--- config.mk ---
export PLATFORM = sky130hd
export DESIGN_NAME = imem_loader
export DESIGN_NICKNAME = d
export VERILOG_FILES = /design/src/rtl/imem_loader.sv
export SDC_FILE = /design/constraint.sdc
export NUM_CORES = 1
export LEC_CHECK = 0
export ABC_AREA = 1
export ABC_CLOCK_PERIOD_IN_PS = 2000
export BUFFER_PORTS_ARGS = -buffer_cell sky130_fd_sc_hd__buf_2
export CORE_MARGIN = 5
export CORE_UTILIZATION = 45
export DETAILED_ROUTE_END_ITERATION = 10
export GPL_ROUTABILITY_DRIVEN = 0
export GPL_TIMING_DRIVEN = 0
export HOLD_SLACK_MARGIN = 0.03
export PLACE_DENSITY = 0.69
export SYNTH_ARGS = -nofsm -noshare
export SYNTH_HDL_FRONTEND = slang
export SYNTH_SLANG_ARGS = --single-unit
--- constraint.sdc ---
create_clock -name clock -period 2 [get_ports clock]
set_input_delay 0.2 -clock clock [delete_from_list [all_inputs] [get_ports clock]]
set_output_delay 0.2 -clock clock [all_outputs]
set_load 0.01 [all_outputs]
--- src/rtl/imem_loader.sv ---
// Boot-time loader: packs a valid/ready byte stream MSB-first into 32-bit words,
// writes them to consecutive imem addresses and holds the CPU in reset until done.
module imem_loader #(
  parameter int ADDR_WIDTH = 12,
  parameter int DATA_WIDTH = 32
) (
  input  logic                  clock,
  input  logic                  reset,
  input  logic                  start,
  input  logic [ADDR_WIDTH-1:0] word_count,
  input  logic [7:0]            byte_in,
  input  logic                  byte_valid,
  output logic                  byte_ready,
  output logic                  imem_wEn,
  output logic [ADDR_WIDTH-1:0] imem_addr,
  output logic [DATA_WIDTH-1:0] imem_dataIn,
  output logic                  cpu_reset,
  output logic                  busy,
  output logic                  done
);

  typedef enum logic [1:0] {IDLE, RECV, WRITE, DONE} state_t;

  state_t                state;
  state_t                state_nxt;
  logic [1:0]            byte_cnt;
  logic [ADDR_WIDTH-1:0] words_left;
  logic                  accept;
  logic                  start_ok;

  // Every output is a pure decode of the state, so no input reaches an output combinationally.
  assign byte_ready = (state == RECV);
  assign imem_wEn   = (state == WRITE);
  assign busy       = (state == RECV) || (state == WRITE);
  assign done       = (state == DONE);
  assign cpu_reset  = (state != DONE);

  assign accept   = byte_valid && byte_ready;
  assign start_ok = start && ((state == IDLE) || (state == DONE));

  always_comb begin
    state_nxt = state;
    case (state)
      IDLE, DONE: begin
        if (start) state_nxt = (word_count == '0) ? DONE : RECV;
      end
      RECV: begin
        if (accept && (byte_cnt == 2'd3)) state_nxt = WRITE;
      end
      WRITE: begin
        state_nxt = (words_left == ADDR_WIDTH'(1)) ? DONE : RECV;
      end
      default: state_nxt = IDLE;
    endcase
  end

  always_ff @(posedge clock) begin
    if (reset) begin
      state       <= IDLE;
      byte_cnt    <= 2'd0;
      words_left  <= '0;
      imem_addr   <= '0;
      imem_dataIn <= '0;
    end else begin
      state <= state_nxt;
      if (start_ok && (word_count != '0)) begin
        words_left <= word_count;
        imem_addr  <= '0;
        byte_cnt   <= 2'd0;
      end
      if (accept) begin
        imem_dataIn <= {imem_dataIn[DATA_WIDTH-9:0], byte_in};
        byte_cnt    <= byte_cnt + 2'd1;
      end
      // The last word leaves the address on the final written location.
      if ((state == WRITE) && (words_left != ADDR_WIDTH'(1))) begin
        words_left <= words_left - ADDR_WIDTH'(1);
        imem_addr  <= imem_addr + ADDR_WIDTH'(1);
      end
    end
  end

endmodule

* Yosys cells after proc, flatten, opt, wreduce, memory -nomap -nowiden *
Index checks and enable logic that the tools add are counted.

cells by class
  equality and inequality tests = 9
  mux-type cells = 11
  add/sub/neg operators = 3
  reduce and logical (&&, ||, !) cells = 14

operator list
  kind                                                                   count
  12-bit 2-to-1 mux                                                      4
  12-bit by 1-bit adder with 12-bit output (second input constant)       1
  12-bit by 1-bit == test with 1-bit output (second input constant)      1
  12-bit logical NOT                                                     1
  2-bit 2-to-1 mux                                                       6
  12-bit by 1-bit != test with 1-bit output (second input constant)      1
  12-bit nonzero test                                                    1
  12-bit by 1-bit subtractor with 12-bit output (second input constant)  1
  2-bit == test (second input constant)                                  3
  2-bit case mux with 3 select lines                                     1
  1-bit logical AND                                                      5
  2-bit != test (second input constant)                                  2
  2-bit nonzero test                                                     2
  2-bit by 1-bit adder with 2-bit output (second input constant)         1
  2-bit by 1-bit == test with 1-bit output (second input constant)       1
  2-bit logical NOT                                                      1
  1-bit logical OR                                                       2
  2-bit by 1-bit != test with 1-bit output (second input constant)       1
  2-bit AND reduction                                                    1
  2-bit OR reduction                                                     1

word-level totals
  logic and storage cells = 42
  flip-flop bits (word level) = 60
  output and inout port bits = 49

* Logic depth before layout (Yosys ltp) *
  word-level depth = 6
  gate-level depth with buffers = 11

* Worst setup path after synthesis *
No wires, ideal clock.

  path kind = register to register
  from = register state[0]
  to = register imem_addr[3]
  setup time = 70 ps
  required time = 1,930 ps
  clock period less this slack = 1,529 ps
  data arrival time = 1,460 ps
  slack = 471 ps
  cell stages (with the launch flop) = 8
  cell sequence = dfxtp_1 > inv_1 > ha_1 > inv_1 > a21oi_2 > buf_6 > o21ai_0 > a21oi_1

on the way
  elaborated cells on any way between the ends = 9
  classes of those cells = eq/ne (2); mux (1); reduce/logical (6)

RTL lines
  element                                                  RTL line  text
  start: declaration                                       24        state_t state;
  start signal: assignment                                 65        state <= state_nxt;
  2-bit == test *                                          -
  named net imem_wEn                                       14        output logic imem_wEn,
  1-bit logical AND *                                      76        if ((state == WRITE) && (words_left != ADDR_WIDTH'(1))) begin
  12-bit 2-to-1 mux or 2-bit nonzero test (tied branches)  -
  end signal: assignment                                   78        imem_addr <= imem_addr + ADDR_WIDTH'(1);
  end: declaration                                         15        output logic [ADDR_WIDTH-1:0] imem_addr,

The timed path passes the listed nets; every way through them passes the cells marked *.
A chain may end at the register's enable or synchronous reset.

* Worst setup path in the final report *
  from = register state[1]
  to = register imem_dataIn[3]

on the way
  cells in the longest elaborated chain, start to end = 2

RTL lines
  element                                   RTL line  text
  2-bit by 1-bit == test with 1-bit output  32        assign byte_ready = (state == RECV);
  1-bit logical AND                         38        assign accept = byte_valid && byte_ready;
  end signal: assignment                    72        imem_dataIn <= {imem_dataIn[DATA_WIDTH-9:0], byte_in};
  end: declaration                          16        output logic [DATA_WIDTH-1:0] imem_dataIn,

No other way between the ends.

==> out/results.txt <==
status: finished, final reports clean
Final Max Tran Viols: 0
met1 Usage GRT: 25.8%
final net count: 549
CTS Sinks: 60
number of vias per cell: 4.91
Seq cells post-synth: 60
WP data required: 2.23 ns
WHS: 0.0725 ns
Worst Skew: 0.00854 ns
# setup viols final: 0
initial antenna violation count: 0
RSZ-0062 raised after global routing: false
I/O Buffers: 72
maxcap violations: 0
P per Cell Area: 1230 nW/um^2
ANT nets after route: 0
area added between synthesis and finish: 21.5%
mean area per synthesized cell: 6.77 sq um
die area: 8270 sq um
met2 Usage GRT: 28.8%
Synth Net Count: 466
Hold Crit Class: in2reg
Starting Density: 46.4%
grt total ovfl: 0
die height: 90.9 um
sequential-to-total area share from yosys stat: 40.8%
first-pass GRT wire length: 12900 um
GRT Max-Usage Layer: met2
vias in the first global route: 2693
ys flop type: dfxtp_1
critical path class: reg2reg
area leader, netlist: dfxtp_1
post-CTS sizing: 0
synth warn: 0
setup repair bufs after CTS: 0
Async SR Flop Fraction: 0%
DRT iter0 DRCs: 128
CP Capture Type: flip-flop
Final Cycle Share: 90.1%
Final HPWL DP: 5700 um
met3 GRT Util: 6.67%
CTS tree: done
TNS Setup: 0 ns
drt drc: 0
clock slew at reported path FFs: 0.07 ns
Startpoint Class: flip-flop
crit path max fanout: 10
LEAKAGE: 1.69 nW
Overall Global Routing Usage: 19.0%
final wirelength: 7700 um
final hold viol count: 0
Cell Area, Synth: 2950 sq um
worst skew pair latency: 0.34 ns
Core Footprint: 6350 sq um
Crit path arrival time: 2.03 ns
Initial DRT Pass Iterations: 4
Worst-Margin Slew: 0.576 ns
cells after synthesis: 435
IO Count: 73
Longest Clk Path Bufs: 2
Slew headroom: 61.6%
Core Rows: 29
Synth area leaders: dfxtp_1, nor2_1, nand2_1, o21ai_0, nand3_1
Yosys cell types: 27
fmax: 0.555 GHz
peak supply drop: 0.506 mV
Ant. Diodes: 0
CTS Buf Count: 9
CTS Hold Bufs: 0
share of layout cells above drive strength 1: 20.7%
DR vias: 2945
EDFF count, synth: 0
Root Buffer Master: clkbuf_8
die span in x: 90.9 um
routed len/inst: 12.8 um
# H-tree levels: 3
Min Clock Period, post-route: 1.80 ns
post-synth top area share: 40.8%
largest net degree at the start of global routing: 12
worst max-delay path: stages, from the launching register on:
cell,delay [ns]
dfxtp_1,0.39
inv_1,0.06
ha_1,0.24
nand2_1,0.25
clkinv_1,0.27
clkbuf_1,0.28
nor2_1,0.15
nor2_1,0.06
path summary, 6_finish.rpt:
check                               start                      endpoint  slack, ns  cells past startpoint
max reg2reg         state[1]$_SDFFE_PP0P_   imem_dataIn[3]$_SDFFE_PP0P_       0.20                      7
max                 state[1]$_SDFFE_PP0P_   imem_dataIn[3]$_SDFFE_PP0P_       0.20                      7
min                                 reset     imem_addr[4]$_SDFFE_PP0P_       0.07                      2
min reg2reg  imem_dataIn[27]$_SDFFE_PP0P_  imem_dataIn[27]$_SDFFE_PP0P_       0.48                      2
per-layer routing:
layer  vias to the layer above  wire [um]
met3                         4        424
met1                      1307       3800
met4                         0         53
met2                        67       3420
met5                         -          0
li1                       1567          -
cell usage after synthesis (2+ instances only):
| cell | instances |
|---|---|
| nand3_1 | 38 |
| nand2_1 | 86 |
| a21oi_1 | 18 |
| buf_6 | 2 |
| nand2_2 | 3 |
| nand2_8 | 2 |
| ha_1 | 7 |
| inv_1 | 30 |
| clkbuf_1 | 12 |
| nand4_1 | 2 |
| o21ai_0 | 49 |
| xnor2_1 | 2 |
| dfxtp_1 | 60 |
| nand3b_1 | 3 |
| nor2_2 | 2 |
| buf_4 | 2 |
| a21oi_2 | 3 |
| nor2_1 | 104 |
| or2_2 | 2 |
power breakdown:
part | switching [W] | total [W] | internal, W
registers | 0.000203 | 0.00162 | 0.00142
logic | 0.00110 | 0.00176 | 0.000657
clock network | 0.000521 | 0.00100 | 0.000481
total | 0.00183 | 0.00439 | 0.00256
layout make-up:
| type | instances | area, sq um |
|---|---|---|
| fill | 648 | 2770 |
| multi-input combinational | 327 | 1540 |
| sequential | 60 | 1200 |
| timing repair buffer | 72 | 360 |
| clock buffer | 10 | 138 |
| inverter | 32 | 125 |
| tap | 77 | 96.3 |
| buffer | 16 | 82.6 |
| clock inverter | 6 | 38.8 |
sequential cells by signal, summed over array words and instances, names as in the netlist:
register,cells
words_left,12
state,2
imem_dataIn,32
imem_addr,12
byte_cnt,2
stage by stage:
stage	std cells	utilization (%)	cell area [sq um]	total power, W	worst slack, ns
final	600	56.4	3580	0.00439	0.197
after global placement	584	53.6	3400	0.00337	0.222
after detailed placement	584	53.6	3400	0.00340	0.194
after global routing	600	56.4	3580	0.00475	0.0115
after CTS	600	56.4	3580	0.00440	0.186
after floorplan	435	-	2950	0.00290	0.471
layout by cell type (no fill, tap or decap), types with 7 or more instances in the layout:
master    Yosys  routed
dfxtp_1      60      60
inv_1        30      30
clkbuf_8      0      10
nand3_1      38      38
o21ai_0      49      49
a21oi_1      18      18
ha_1          7       7
buf_2         0      72
nor2_1      104     104
clkbuf_1     12      12
nand2_1      86      86
logic make-up after synthesis:
family | Yosys count | synth area share, %
buf+inv | 48 | 7.05
xor+xnor | 2 | 0.595
compound gates | 72 | 12.7
flops | 60 | 40.8
fa+ha+maj | 7 | 2.97
simple gates | 246 | 35.9
Note: power is estimated with default switching activity, not from simulation.
